<file path="src/rtl/secded_pkg.sv">
// Shared types and codeword layout for the SECDED decoder (macro SECDED_STATS_EN enables error counters).
package secded_pkg;

    localparam int unsigned BYTE_W = 8;
    localparam int unsigned CW_W   = 16;
    localparam int unsigned PAY_W  = 11;
    localparam int unsigned SYN_W  = 4;
    localparam int unsigned CNT_W  = 4;

    // Codeword bit positions; bit index equals Hamming position, p0 is overall parity
    localparam int unsigned POS_P0  = 0;
    localparam int unsigned POS_P1  = 1;
    localparam int unsigned POS_P2  = 2;
    localparam int unsigned POS_D1  = 3;
    localparam int unsigned POS_P4  = 4;
    localparam int unsigned POS_D2  = 5;
    localparam int unsigned POS_D4  = 7;
    localparam int unsigned POS_P8  = 8;
    localparam int unsigned POS_D5  = 9;
    localparam int unsigned POS_D11 = 15;

    typedef enum logic [1:0] {
        F_NONE   = 2'b00,
        F_SINGLE = 2'b01,
        F_DOUBLE = 2'b10
    } status_e;

    typedef enum logic [2:0] {
        IDLE,
        RD_LO,
        RD_HI,
        DECODE,
        WR_LO,
        WR_HI,
        DONE
    } state_e;

    // Gather d11..d1 out of a codeword
    function automatic logic [PAY_W-1:0] extract_payload(input logic [CW_W-1:0] cw);
        return {cw[POS_D11:POS_D5], cw[POS_D4:POS_D2], cw[POS_D1]};
    endfunction

endpackage

</file>
<file path="src/rtl/secded_syndrome.sv">
// Combinational SECDED check: syndrome, overall parity, corrected payload and status.
module secded_syndrome
    import secded_pkg::*;
(
    input  logic [CW_W-1:0]  cw,
    output logic [SYN_W-1:0] syn_c,
    output logic             parity_c,
    output logic [PAY_W-1:0] payload_c,
    output status_e          flag_c
);

    logic [SYN_W-1:0] syn;
    logic             par;
    logic [CW_W-1:0]  fixed;

    // Syndrome is the XOR of set-bit positions; odd parity means one flip at that position
    always_comb begin
        syn   = '0;
        par   = ^cw;
        fixed = cw;
        for (int unsigned k = 1; k < CW_W; k++) begin
            if (cw[k]) begin
                syn = syn ^ SYN_W'(k);
            end
        end
        flag_c = F_NONE;
        if (par) begin
            fixed[syn] = ~cw[syn];
            flag_c     = F_SINGLE;
        end else if (syn != '0) begin
            flag_c = F_DOUBLE;
        end
        syn_c     = syn;
        parity_c  = par;
        payload_c = extract_payload(fixed);
    end

endmodule

</file>
<file path="src/rtl/secded_decoder.sv">
// Walks NUM_WORDS SECDED codewords in memory, writes corrected payload plus status.
// Macro SECDED_STATS_EN adds saturating single/double error counters.
module secded_decoder
    import secded_pkg::*;
#(
    parameter int unsigned NUM_WORDS = 15,
    parameter int unsigned SRC_BASE  = 30,
    parameter int unsigned DST_BASE  = 0,
    parameter int unsigned AW        = 8
) (
    input  logic              clk,
    input  logic              rst_n,
    input  logic              start,
    output logic              ack,
    output logic [AW-1:0]     mem_addr,
    input  logic [BYTE_W-1:0] mem_rd_data,
    output logic              mem_wr_en,
    output logic [BYTE_W-1:0] mem_wr_data,
    output logic [CNT_W-1:0]  err1_cnt,
    output logic [CNT_W-1:0]  err2_cnt
);

    localparam int unsigned IW = (NUM_WORDS > 1) ? $clog2(NUM_WORDS) : 1;

    state_e             state_q, state_d;
    logic [IW-1:0]      idx_q, idx_d;
    logic [BYTE_W-1:0]  lo_q, lo_d, hi_q, hi_d;
    logic [PAY_W-1:0]   payload_q, payload_d;
    status_e            flag_q, flag_d;
    logic               ack_q, ack_d;
    logic               armed_q, armed_d;
    logic [AW-1:0]      addr_q, addr_d;
    logic               wr_en_q, wr_en_d;
    logic [BYTE_W-1:0]  wr_data_q, wr_data_d;

    logic [SYN_W-1:0]   syn_c;
    logic               parity_c;
    logic [PAY_W-1:0]   payload_c;
    status_e            flag_c;
    logic               start_acc_c;
    logic               unused_diag_c;

    function automatic logic [AW-1:0] word_addr(input int unsigned base,
                                                input logic [IW-1:0] idx,
                                                input logic hi);
        return AW'(base + 32'd2 * 32'(idx) + 32'(hi));
    endfunction

    secded_syndrome u_syndrome (
        .cw        ({hi_q, lo_q}),
        .syn_c     (syn_c),
        .parity_c  (parity_c),
        .payload_c (payload_c),
        .flag_c    (flag_c)
    );

    // Syndrome and parity are diagnostic only at this level
    assign unused_diag_c = ^{syn_c, parity_c};

    // armed_q blocks a start sampled on the first edge after reset release
    assign start_acc_c = (state_q == IDLE) && start && armed_q;

    // Next state, datapath latches and memory-bus outputs aligned with the next state
    always_comb begin
        state_d   = state_q;
        idx_d     = idx_q;
        lo_d      = lo_q;
        hi_d      = hi_q;
        payload_d = payload_q;
        flag_d    = flag_q;
        ack_d     = ack_q;
        armed_d   = 1'b1;
        addr_d    = '0;
        wr_en_d   = 1'b0;
        wr_data_d = '0;

        case (state_q)
            IDLE: begin
                if (start_acc_c) begin
                    ack_d   = 1'b0;
                    idx_d   = '0;
                    state_d = RD_LO;
                end
            end
            RD_LO: begin
                lo_d    = mem_rd_data;
                state_d = RD_HI;
            end
            RD_HI: begin
                hi_d    = mem_rd_data;
                state_d = DECODE;
            end
            DECODE: begin
                payload_d = payload_c;
                flag_d    = flag_c;
                state_d   = WR_LO;
            end
            WR_LO: begin
                state_d = WR_HI;
            end
            WR_HI: begin
                if (idx_q == IW'(NUM_WORDS - 1)) begin
                    state_d = DONE;
                end else begin
                    idx_d   = idx_q + IW'(1);
                    state_d = RD_LO;
                end
            end
            DONE: begin
                ack_d   = 1'b1;
                state_d = IDLE;
            end
            default: begin
                state_d = IDLE;
            end
        endcase

        case (state_d)
            RD_LO: addr_d = word_addr(SRC_BASE, idx_d, 1'b0);
            RD_HI: addr_d = word_addr(SRC_BASE, idx_d, 1'b1);
            WR_LO: begin
                addr_d    = word_addr(DST_BASE, idx_d, 1'b0);
                wr_en_d   = 1'b1;
                wr_data_d = payload_d[BYTE_W-1:0];
            end
            WR_HI: begin
                addr_d    = word_addr(DST_BASE, idx_d, 1'b1);
                wr_en_d   = 1'b1;
                wr_data_d = {flag_d, 3'b000, payload_d[PAY_W-1:BYTE_W]};
            end
            default: begin
                addr_d = '0;
            end
        endcase
    end

    // State and output registers
    always_ff @(posedge clk or negedge rst_n) begin
        if (!rst_n) begin
            state_q   <= IDLE;
            idx_q     <= '0;
            lo_q      <= '0;
            hi_q      <= '0;
            payload_q <= '0;
            flag_q    <= F_NONE;
            ack_q     <= 1'b0;
            armed_q   <= 1'b0;
            addr_q    <= '0;
            wr_en_q   <= 1'b0;
            wr_data_q <= '0;
        end else begin
            state_q   <= state_d;
            idx_q     <= idx_d;
            lo_q      <= lo_d;
            hi_q      <= hi_d;
            payload_q <= payload_d;
            flag_q    <= flag_d;
            ack_q     <= ack_d;
            armed_q   <= armed_d;
            addr_q    <= addr_d;
            wr_en_q   <= wr_en_d;
            wr_data_q <= wr_data_d;
        end
    end

    assign ack         = ack_q;
    assign mem_addr    = addr_q;
    assign mem_wr_en   = wr_en_q;
    assign mem_wr_data = wr_data_q;

`ifdef SECDED_STATS_EN
    localparam logic [CNT_W-1:0] CNT_MAX = '1;

    logic [CNT_W-1:0] err1_q, err1_d, err2_q, err2_d;

    // Saturating error counters, cleared by an accepted start
    always_comb begin
        err1_d = err1_q;
        err2_d = err2_q;
        if (start_acc_c) begin
            err1_d = '0;
            err2_d = '0;
        end else if (state_q == DECODE) begin
            if (flag_c == F_SINGLE && err1_q != CNT_MAX) begin
                err1_d = err1_q + CNT_W'(1);
            end
            if (flag_c == F_DOUBLE && err2_q != CNT_MAX) begin
                err2_d = err2_q + CNT_W'(1);
            end
        end
    end

    // Counter registers
    always_ff @(posedge clk or negedge rst_n) begin
        if (!rst_n) begin
            err1_q <= '0;
            err2_q <= '0;
        end else begin
            err1_q <= err1_d;
            err2_q <= err2_d;
        end
    end

    assign err1_cnt = err1_q;
    assign err2_cnt = err2_q;
`else
    assign err1_cnt = '0;
    assign err2_cnt = '0;
`endif

endmodule

</file>
<file path="config.mk">
export PLATFORM = sky130hd
export DESIGN_NAME = secded_decoder
export DESIGN_NICKNAME = d
export VERILOG_FILES = /design/src/rtl/secded_pkg.sv /design/src/rtl/secded_syndrome.sv /design/src/rtl/secded_decoder.sv
export SDC_FILE = /design/constraint.sdc
export NUM_CORES = 1
export LEC_CHECK = 0
export BUFFER_PORTS_ARGS = -buffer_cell sky130_fd_sc_hd__buf_2
export CORE_MARGIN = 2
export CORE_UTILIZATION = 39
export DETAILED_ROUTE_END_ITERATION = 16
export HOLD_SLACK_MARGIN = 0.15
export SLEW_MARGIN = 20
export SYNTH_ARGS = -nofsm -noshare
export SYNTH_HDL_FRONTEND = slang
export SYNTH_SLANG_ARGS = --single-unit
</file>
<file path="constraint.sdc">
create_clock -name clk -period 4.3 [get_ports clk]
set_input_delay 0.86 -clock clk [delete_from_list [all_inputs] [get_ports clk]]
set_output_delay 0.86 -clock clk [all_outputs]
set_load 0.01 [all_outputs]
</file>
* After elaboration in Yosys (flattened, before gate mapping)
Index checks and enable logic that the tools add are counted.
** Operators by class
- Add/sub/neg operators :: 4
- Magnitude comparators :: 2
- Eq/ne operators :: 12
- Mux-type cells :: 36
- Bitwise logic cells :: 15
- Reductions and logical operators :: 9
** Operators by type and width (count)
- 4-bit 2-to-1 mux :: 10
- 7-bit one-hot mux with 4 select lines :: 1
- 3-bit 2-to-1 mux :: 6
- 3-bit one-hot mux with 6 select lines :: 1
- 16-bit bitwise mux :: 1
- 16-bit 2-to-1 mux :: 1
- 8-bit one-hot mux with 2 select lines :: 1
- 16-bit parity :: 1
- 3-bit equality test (second input constant) :: 5
- 2-bit NOT :: 6
- 3-bit NOT :: 4
- 11-bit 2-to-1 mux :: 1
- 2-bit 2-to-1 mux :: 5
- 3-bit by 2-bit equality test with 1-bit output (second input constant) :: 3
- 4-bit one-hot mux with 2 select lines :: 1
- 6-bit by 1-bit adder with 7-bit output (second input constant) :: 1
- 5-bit by 1-bit adder with 6-bit output (second input constant) :: 1
- 5-bit by 5-bit adder with 6-bit output (first input constant) :: 1
- 3-bit by 1-bit equality test with 1-bit output (second input constant) :: 2
- 4-bit by 5-bit less-than comparator with 1-bit output (second input constant) :: 1
- 1-bit 2-to-1 mux :: 5
- 4-bit by 1-bit adder with 4-bit output (second input constant) :: 1
- 1-bit binary-select mux with 4-bit select :: 1
- 1-bit demux with 4-bit select :: 1
- other kinds (13) :: 17
** Storage, ports and cells
- Register bits after elaboration :: 55
- Input port bits :: 11

* Longest topological paths before layout
Gate-level depths: netlist of run 1.
- Depth in word-level cells :: 34
- Gate-level depth with buffers :: 10

* Modules after synthesis
A second synthesis of run 1 with hierarchy kept.
** Unflattened totals
- Cell total of the unflattened synthesis :: 284
- Area total of the unflattened synthesis :: 2906.5 um^2
** By module, submodules not included
- secded_decoder :: times used 1, cells an instance 163, area an instance 2019.4 um^2, sequential area each 1126.1 um^2
- secded_syndrome :: times used 1, cells an instance 121, area an instance 887.1 um^2, sequential area each 0.0 um^2

* Least setup slack after synthesis of run 1
Ideal clock, no wire load.
- Path type :: flip-flop to flip-flop
- Start point :: register lo_q[7]
- End point :: register wr_data_q[6] (netlist: mem_wr_data[6])
- Library setup time :: 0.127 ns
- Arrival time :: 2.013 ns
- Path slack :: 2.160 ns
- Stages on the path, launching flop included :: 8
- Cells stage by stage :: dfrtp_1 -> buf_4 -> xnor2_1 -> xnor3_1 -> xnor3_1 -> a211oi_1 -> mux2i_1 -> o31ai_1
** Between the ends
- Longest elaborated chain between the ends :: 21
- Elaborated cells between the ends (all ways) :: 31
- Classes of those cells :: 2 x order compare; 19 x mux; 8 x bitwise; 2 x reduce/logical
** RTL lines
- from (decl) :: RTL line secded_decoder.sv:27 : logic [BYTE_W-1:0] lo_q, lo_d, hi_q, hi_d;
- from (signal assigned) :: RTL line secded_decoder.sv:154 : lo_q <= lo_d;
- 3-bit 2-to-1 mux :: RTL line secded_syndrome.sv:22 : if (cw[k]) begin
- 4-bit 2-to-1 mux :: RTL line secded_syndrome.sv:22
- 2-bit NOT (no line) / 4-bit 2-to-1 mux (equally long branches)
- 4-bit 2-to-1 mux / 2-bit NOT (equally long branches)
- 4-bit 2-to-1 mux :: RTL line secded_syndrome.sv:22
- 3-bit NOT (no line) / 2-bit NOT (equally long branches)
- 4-bit 2-to-1 mux :: RTL line secded_syndrome.sv:22
- 4-bit 2-to-1 mux / 3-bit NOT (equally long branches)
- (+6 left out)
- 1-bit logical AND (implied by the code) :: RTL line secded_syndrome.sv:28 : fixed[syn] = ~cw[syn];
- 1-bit 2-to-1 mux (implied by the code) :: RTL line secded_syndrome.sv:28
- 1-bit demux with 4-bit select
- 16-bit bitwise mux :: RTL line secded_syndrome.sv:28
- 16-bit 2-to-1 mux :: RTL line secded_syndrome.sv:27 : if (par) begin
- 11-bit 2-to-1 mux :: RTL line secded_decoder.sv:77 : case (state_q)
- 8-bit one-hot mux with 2 select lines (*) :: RTL line secded_decoder.sv:118 : case (state_d)
- named net wr_data_d[6] :: RTL line secded_decoder.sv:34 : logic [BYTE_W-1:0] wr_data_q, wr_data_d;
- to (signal assigned) :: RTL line secded_decoder.sv:162 : wr_data_q <= wr_data_d;
- to (decl) :: RTL line secded_decoder.sv:34
Mark *: on every way through the listed nets, which the timed path passes. The rest lies on a longest branch. The select of a mux whose other input is x is not followed.
A chain may end at the register's enable or synchronous reset.

* Worst setup path in the final report of run 1
- Start point :: register lo_q[7]
- End point :: register wr_data_q[0] (netlist: mem_wr_data[0])
** Between the ends
- Longest elaborated chain between the ends :: 21
- Elaborated cells between the ends (all ways) :: 29
- Classes of those cells :: 2 x order compare; 17 x mux; 8 x bitwise; 2 x reduce/logical
** RTL lines (RTL line)
- 3-bit 2-to-1 mux :: secded_syndrome.sv:22
- 4-bit 2-to-1 mux :: secded_syndrome.sv:22
- 2-bit NOT (no line) / 4-bit 2-to-1 mux (equally long branches)
- 4-bit 2-to-1 mux / 2-bit NOT (equally long branches)
- 4-bit 2-to-1 mux :: secded_syndrome.sv:22
- 3-bit NOT (no line) / 2-bit NOT (equally long branches)
- 4-bit 2-to-1 mux :: secded_syndrome.sv:22
- 4-bit 2-to-1 mux / 3-bit NOT (equally long branches)
- (+6 left out)
- 1-bit logical AND (implied by the code) :: secded_syndrome.sv:28
- 1-bit 2-to-1 mux (implied by the code) :: secded_syndrome.sv:28
- 1-bit demux with 4-bit select
- 16-bit bitwise mux :: secded_syndrome.sv:28
- 16-bit 2-to-1 mux (*) :: secded_syndrome.sv:27
- 11-bit 2-to-1 mux (*) :: secded_decoder.sv:77
- 8-bit one-hot mux with 2 select lines (*) :: secded_decoder.sv:118
- named net wr_data_d[0] :: secded_decoder.sv:34
Marks and branches as above.

==> results of run 1 <==
-- per-stage QoR --
stage          utilization  instance area (um^2)
2_1_floorplan            -                  2786
3_3_place_gp        0.4320                  2935
3_5_place_dp        0.4320                  2935
6_report            0.4501                  3058
5_1_grt             0.4501                  3058
4_1_cts             0.4497                  3055
-- final cells by class --
class	count	area, um^2
inverters	8	30.03
well taps	96	120.1
fillers	641	3736
clock buffers	6	82.58
flip-flops and latches	45	1126
repair buffers	28	147.6
clock inverters	2	37.54
multi-input cells	184	1514
-- flip-flops by register name, summed over array words and instances, names as in the netlist --
register / cells
flag_q: 2
state_q: 3
mem_wr_en: 1
idx_q: 4
payload_q: 3
hi_q: 8
mem_addr: 6
ack: 1
armed_q: 1
lo_q: 8
mem_wr_data: 8
-- metal layers --
metal / vias up / wire length, um / share of wire / global-route usage
met5: - / 0 / 0 / 0
met1: 935 / 2747 / 0.50 / 0.2370
met3: 5 / 196 / 0.035 / 0.02733
met2: 49 / 2511 / 0.45 / 0.2362
li1: 915 / - / - / -
met4: 0 / 93 / 0.017 / 0.06612
-- cell usage in the layout, fill, tap and decap left out, types with 4 or more instances in the layout --
cell type | synthesis | routed
mux2i_1 | 6 | 6
inv_1 | 8 | 8
o211ai_1 | 12 | 12
mux2_2 | 16 | 16
xnor2_4 | 4 | 4
conb_1 | 2 | 11
a211oi_1 | 4 | 4
clkbuf_8 | 0 | 6
nand2_1 | 25 | 25
dfrtp_1 | 45 | 45
nand4_1 | 7 | 7
buf_2 | 2 | 25
xnor2_1 | 18 | 18
nor2_1 | 10 | 10
xor2_1 | 5 | 5
nand3_1 | 7 | 7
o22ai_1 | 6 | 6
-- logic make-up (layout without fill, tap and decap cells) --
group                    Yosys count  count (layout)
XOR/XNOR                          35              35
multiplexers                      23              23
flip-flops                        45              45
other                              2              11
adder cells (fa/ha/maj)            3               3
buffers and inverters             27              44
AO/OA/AOI/OAI                     44              44
AND/OR/NAND/NOR                   68              68
-- worst min-delay path, cell delays in order, from the launching register on --
cell     delay, ps
dfrtp_1        350
nand2_1         50
nand2_1         50
-- worst max-delay path by stage --
stage / from / end / cells past startpoint
after CTS: lo_q[7] / mem_wr_data[0] / 6
after global routing: lo_q[7] / mem_wr_data[0] / 6
after floorplan: lo_q[7] / mem_wr_data[6] / 7
final: lo_q[7] / mem_wr_data[0] / 6
after detailed placement: start / mem_addr[3] / 9
after global placement: start / mem_addr[3] / 9
==> results.py, run 1 <==
metrics = {
    "grt": {
        "grt-ovfl-total": 0,
        "antenna_found_initial": 0,
        "grt_pass1_wl_um": 9459,
        "grt_pass1_vias": 1865,
        "grtUsageTotal": 0.1614,
        "grt_start_max_net_pins": 46,
    },
    "clock_tree": {
        "cts_resized": 0,
        "hold_buffers": 0,
        "clock_sinks": 45,
        "clk_pin_slew_ps": 80,
        "postCtsSetupRepairBufs": 0,
        "cts_buffer_depth": 2,
        "cts_buffers": 5,
        "h-tree-depth": 2,
        "cts-root-buf": "clkbuf_8",
        "tritoncts": "done",
        "clkLatencyLatePin_ps": 310,
    },
    "placement": {
        "place_congestion": 0.8452,
        "hpwl_um": 4018,
        "place_ws_ps": 1717,
        "port_buffers": 26,
        "placed_cells": 361,
    },
    "status": {
        "status": "finished, final reports clean",
    },
    "synth": {
        "synth.avg_cell_area_um2": 11.14,
        "synth_top_family_by_area": "XOR/XNOR gates",
        "synth.distinct_cells": 53,
        "synthSimpleGateAreaFrac": 0.1286,
        "netlist.top_cell.by_area": "dfrtp_1",
        "yosysMostFrequentCell": "dfrtp_1",
        "async_reset_ff_frac": 1.000,
        "yosysWarningCount": 0,
        "syn_area_um2": 2753,
        "postSynthCellCount": 247,
        "synth_edf_count": 0,
        "synth_seq_cells": 45,
        "synth_xor_area_frac": 0.1759,
        "ys_top_cells_by_count": "dfrtp_1 (45), nand2_1 (25), xnor2_1 (18)",
        "post_synth_mux_area_share": 0.09273,
        "synth_compound_area_frac": 0.1241,
        "yosys.area_share.adder": 0.01364,
        "synth_top_area_frac": 0.4091,
        "synthFlopType": "dfrtp_1",
        "ys_seq_area_frac": 0.4091,
        "synthTopCellsByArea": "dfrtp_1 (41%), mux2_2 (6.5%), xnor2_1 (5.7%)",
    },
    "drt": {
        "post_drt_wl_per_cell_um": 15.04,
        "ant_nets": 0,
        "vias": 1904,
        "vias_per_cell": 5.160,
        "drtIter0Drc": 148,
        "drt_wl_total_um": 5549,
        "drc_errors": 0,
        "firstDrtPassIters": 4,
    },
    "floorplan": {
        "die_w_um": 88.01,
        "io_pins": 37,
        "start_util": 0.4052,
        "fp.dieArea_um2": 7746,
        "core-area_um2": 6794,
        "die_height_um": 88.01,
        "rows": 30,
    },
    "layout": {
        "area_growth_syn_to_layout_pct": 11.09,
        "final_cells": 369,
        "nets": 286,
        "drive_gt1_frac": 0.2637,
        "diodes": 0,
    },
    "critical_path": {
        "r2r-end": "mem_wr_data[0]",
        "cp_data_arrival_time_ps": 2700,
        "path_common_cell": "xnor3_1",
        "r2r-start": "lo_q[7]",
        "rr_worst_depth": 6,
        "cp_top_family": "XOR/XNOR gates",
        "start_kind": "flop",
        "critPathMaxStageDelay_ps": 540,
        "cpMaxStageDelayCell": "xnor3_1",
        "rrSetupSlack_ps": 1780,
        "required_ps": 4480,
        "crit_chain": "xnor2_1, xnor3_1, xnor3_1, a211oi_1, mux2i_1, nand2_1",
        "path_max_fanout": 9,
        "cp_num_buf_inv": 0,
        "path_class": "flop to flop",
        "endpoint_kind": "flop",
    },
    "hold_path": {
        "hp-start": "payload_q[8]",
        "min_delay_path_depth": 2,
        "worstHoldEndpoint": "mem_wr_data[0]",
        "hold_class": "flop to flop",
    },
    "sta": {
        "hold_viol": 0,
        "min_period_ps": 2518,
        "setup_ws_ps": 1782,
        "holdWs_ps": 482.5,
        "tightest_slew_ps": 738.2,
        "skew_ps": 15.64,
        "max_freq_ghz": 0.3972,
        "drv_slew": 0,
        "fin_setup_tns_ps": 0,
        "relSlewSlack": 0.5057,
        "final.period_utilization": 0.5855,
        "setup_viol": 0,
        "rsz0062_at_grt": "no",
    },
    "run": {
        "maxCapViolations": 0,
    },
}
Power of run 1 is left out: the tool's default activity adds up to more than one toggle a clock period on the data nets, which glitch-free logic cannot reach.
==> run 2: changes to the inputs <==
Settings changed: ABC_AREA set to 1.
Clock period 4.3 ns to 2.5 ns, I/O delays scaled along.
==> results.py, run 2 <==
metrics = {
    "synth": {
        "yosysMostFrequentCell": "nand2_1",
        "yosysWarningCount": 0,
        "async_reset_ff_frac": 1.000,
        "synth.avg_cell_area_um2": 7.352,
        "netlist.top_cell.by_area": "dfrtp_1",
        "postSynthCellCount": 372,
        "synth.distinct_cells": 32,
        "ys_seq_area_frac": 0.4117,
        "synth_edf_count": 0,
        "ys_top_cells_by_count": "nand2_1 (95), inv_1 (50), nand3_1 (46)",
        "post_synth_mux_area_share": 0.004117,
        "synth_seq_cells": 45,
        "synth_xor_area_frac": 0.05901,
        "syn_area_um2": 2735,
        "synthTopCellsByArea": "dfrtp_1 (41%), nand2_1 (13%), nand3_1 (8.4%)",
        "synth_top_area_frac": 0.4117,
        "synthSimpleGateAreaFrac": 0.3028,
        "yosys.area_share.adder": 0.01372,
        "synthFlopType": "dfrtp_1",
        "synth_top_family_by_area": "simple AND/OR/NAND/NOR gates",
        "synth_compound_area_frac": 0.08600,
    },
    "critical_path": {
        "endpoint_kind": "flop",
        "rrSetupSlack_ps": 230,
        "cp_data_arrival_time_ps": 2520,
        "path_class": "flop to flop",
        "required_ps": 2740,
        "start_kind": "flop",
        "path_max_fanout": 11,
    },
    "floorplan": {
        "die_height_um": 87.75,
        "io_pins": 37,
        "die_w_um": 87.75,
        "core-area_um2": 6794,
        "rows": 30,
        "start_util": 0.4026,
        "fp.dieArea_um2": 7699,
    },
    "drt": {
        "post_drt_wl_per_cell_um": 12.21,
        "ant_nets": 0,
        "vias_per_cell": 4.667,
        "vias": 2343,
        "drt_wl_total_um": 6128,
        "firstDrtPassIters": 4,
        "drc_errors": 0,
        "drtIter0Drc": 115,
    },
    "clock_tree": {
        "clk_pin_slew_ps": 100,
        "cts_buffer_depth": 2,
        "cts_buffers": 5,
        "clock_sinks": 45,
        "tritoncts": "done",
        "h-tree-depth": 2,
        "clkLatencyLatePin_ps": 310,
        "cts-root-buf": "clkbuf_8",
    },
    "sta": {
        "tightest_slew_ps": 660.7,
        "skew_ps": 10.65,
        "drv_slew": 0,
        "max_freq_ghz": 0.4397,
        "fin_setup_tns_ps": 0,
        "final.period_utilization": 0.9096,
        "relSlewSlack": 0.5583,
        "rsz0062_at_grt": "no",
        "min_period_ps": 2274,
        "hold_viol": 0,
        "setup_viol": 0,
    },
    "grt": {
        "antenna_found_initial": 0,
        "grtUsageTotal": 0.1780,
        "grt_start_max_net_pins": 46,
        "grt-ovfl-total": 0,
        "grt_pass1_wl_um": 10760,
        "grt_pass1_vias": 2265,
    },
    "layout": {
        "diodes": 0,
        "layout_commonest_cell": "nand2_1",
        "drive_gt1_frac": 0.1626,
        "area_growth_syn_to_layout_pct": 12.95,
        "nets": 419,
        "layout_common_cells": "nand2_1 (94), inv_1 (49), nand3_1 (45), dfrtp_1 (45), nor2_1 (30)",
    },
    "placement": {
        "port_buffers": 26,
        "hpwl_um": 4590,
        "place_congestion": 0.8992,
    },
    "status": {
        "status": "finished, final reports clean",
    },
    "run": {
        "maxCapViolations": 0,
    },
    "hold_path": {
        "hold_class": "primary input to asynchronous set/reset pin",
    },
}
[run 2: metrics by stage]
step | instance area [um^2] | setup slack [ps] | std cells | hold WS [ps] | util
after floorplan | 2769 | 612.5 | 381 | 204.4 | -
after global placement | 2978 | 103.6 | 494 | 463.9 | 0.4383
after detailed placement | 2978 | 99.34 | 494 | 468.6 | 0.4383
after CTS | 3072 | 54.93 | 502 | 164.3 | 0.4521
after global routing | 3089 | 51.38 | 502 | 173.6 | 0.4547
final | 3089 | 225.9 | 502 | 143.2 | 0.4547
[run 2: worst paths after layout]
check | to | cells after the start | from
max | mem_wr_data[1] | 17 | lo_q[3]
min | mem_wr_data[5] | 2 | rst_n
max reg2reg | mem_wr_data[1] | 17 | lo_q[3]
min reg2reg | payload_q[10] | 2 | payload_q[10]
max in group asynchronous | lo_q[1] | 2 | rst_n
min in group clk | lo_q[3] | 3 | mem_rd_data[3]
[run 2: critical path, stage by stage (launching register included)]
cell and delay (ps):
dfrtp_1 460, inv_2 160, nor2_1 70, nor2_1 180, o21ai_0 150, nand2_1 80
nand2_1 60, nand2_2 140, inv_2 100, nor2_4 180, nand2_1 70, nand2_1 60
inv_1 40, nand2_1 90, nand3_4 140, nand3_1 110, nand2_1 70, nand2_1 60
[run 2: logic make-up after synthesis]
family | after synthesis
fa+ha+maj | 3
other cells | 2
mux | 1
compound gates | 43
flops | 45
simple gates | 189
buf+inv | 74
xor+xnor | 15
[run 2: layout make-up]
class                      count  area, um^2
fill                         700        3705
multi-input combinational    262        1333
sequential                    45        1126
inverter                      57       214.0
timing repair buffer          34       202.7
tap                           96       120.1
clock buffer                   5       68.82
clock inverter                 3       25.02
[run 2: repair_timing]
| item | CTS | global route |
|---|---|---|
| buffers inserted | 0 | 0 |
| resized for setup | 0 | 5 |
| endpoints found under the setup margin | 0 | 12 |
| hold endpoints to repair | 0 | 0 |
| hold buffers | 0 | 0 |
[run 2: routing by layer]
layer	global-route usage	vias to the layer above	part of all wire
met5	0	-	0
met4	0.04895	0	0.017
met3	0.02922	9	0.042
met2	0.2720	45	0.43
met1	0.2616	1068	0.51
li1	-	1221	-
Power of run 2 is left out for the same reason.
==> run 3: changes to the inputs <==
Settings changed: ABC_AREA 1 to 0, CORE_MARGIN 2 to 5.
==> results.py, run 3 (same netlist as run 1, synthesis figures left out) <==
metrics = {
    "status": {
        "status": "finished, final reports clean",
    },
    "placement": {
        "place_congestion": 0.8649,
        "hpwl_um": 4403,
        "port_buffers": 26,
    },
    "grt": {
        "grt_pass1_wl_um": 9901,
        "antenna_found_initial": 0,
        "grt-ovfl-total": 0,
        "grtUsageTotal": 0.1443,
        "grt_pass1_vias": 1953,
        "grt_start_max_net_pins": 46,
    },
    "hold_path": {
        "hold_class": "primary input to asynchronous set/reset pin",
    },
    "floorplan": {
        "die_w_um": 94.01,
        "core-area_um2": 6832,
        "io_pins": 37,
        "start_util": 0.4029,
        "fp.dieArea_um2": 8838,
        "rows": 30,
        "die_height_um": 94.01,
    },
    "clock_tree": {
        "cts_buffers": 5,
        "hold_buffers": 0,
        "cts_buffer_depth": 2,
        "clk_pin_slew_ps": 90,
        "clkLatencyLatePin_ps": 300,
        "cts-root-buf": "clkbuf_8",
        "cts_resized": 0,
        "postCtsSetupRepairBufs": 0,
        "h-tree-depth": 2,
        "clock_sinks": 45,
        "tritoncts": "done",
    },
    "layout": {
        "layout_common_cells": "dfrtp_1 (45), buf_2 (26), nand2_1 (25), xnor2_1 (18), mux2_2 (16)",
        "nets": 299,
        "diodes": 0,
        "area_growth_syn_to_layout_pct": 14.50,
        "layout_commonest_cell": "dfrtp_1",
        "drive_gt1_frac": 0.2982,
    },
    "drt": {
        "drt_wl_total_um": 5783,
        "vias_per_cell": 5.058,
        "post_drt_wl_per_cell_um": 15.18,
        "ant_nets": 0,
        "vias": 1927,
        "firstDrtPassIters": 4,
        "drtIter0Drc": 91,
        "drc_errors": 0,
    },
    "run": {
        "maxCapViolations": 0,
    },
    "sta": {
        "setup_viol": 0,
        "hold_viol": 0,
        "fin_setup_tns_ps": 0,
        "tightest_slew_ps": 653.9,
        "final.period_utilization": 0.9403,
        "rsz0062_at_grt": "no",
        "skew_ps": 9.924,
        "relSlewSlack": 0.5614,
        "min_period_ps": 2351,
        "drv_slew": 0,
        "max_freq_ghz": 0.4254,
    },
    "critical_path": {
        "path_max_fanout": 9,
        "endpoint_kind": "flop",
        "path_class": "flop to flop",
        "required_ps": 2660,
        "cp_data_arrival_time_ps": 2510,
        "start_kind": "flop",
    },
}
==> run 3: cell count changes in the layout (fill, tap and decap cells not counted), sizes merged, moves of 15 or more <==
cell   delta
nand2    -74
nor2     -22
a21oi    -15
mux2     +16
inv      -50
nand3    -40
==> run 3: routing by layer <==
| layer | share of wire | global-route usage |
|---|---|---|
| met1 | 0.49 | 0.2051 |
| met4 | 0.016 | 0.05776 |
| met3 | 0.038 | 0.02484 |
| met5 | 0 | 0 |
| met2 | 0.46 | 0.2170 |
==> run 3: cell type report <==
class | count | area (um^2)
Sequential cell | 45 | 1126
Clock inverter | 2 | 35.03
Multi-Input combinational cell | 184 | 1516
Inverter | 8 | 30.03
Clock buffer | 5 | 68.82
Tap cell | 96 | 120.1
Fill cell | 676 | 3680
Timing Repair Buffer | 41 | 255.2
==> run 3: critical path, stage by stage (launching register included) <==
cell	delay, ps
dfrtp_1	480
xnor2_2	420
xnor2_4	220
xor2_4	320
mux2_4	340
o221ai_2	270
o211ai_1	160
==> run 3: worst paths after layout <==
path                                startpoint              to  slack, ps  cells after the start
worst max-delay path                   lo_q[3]  mem_wr_data[7]        150                      6
worst min-delay path                     rst_n  mem_wr_data[5]        170                      2
worst max register to register         lo_q[3]  mem_wr_data[7]        150                      6
worst min register to register       flag_q[0]       flag_q[0]        510                      2
max in group asynchronous                rst_n         hi_q[6]       2110                      2
min in group clk                mem_rd_data[1]         hi_q[1]        450                      2
==> run 3: per-stage QoR <==
stage,util,hold slack [ps],instances,area [um^2],setup slack (ps)
floorplan,-,204.4,256,2786,360.0
global placement,0.4458,469.9,374,3045,45.79
detailed placement,0.4458,486.5,374,3045,103.6
CTS,0.4610,176.2,381,3149,74.07
global route,0.4614,187.9,381,3152,10.36
finish,0.4614,173.0,381,3152,149.4
Power of run 3 is left out for the same reason.
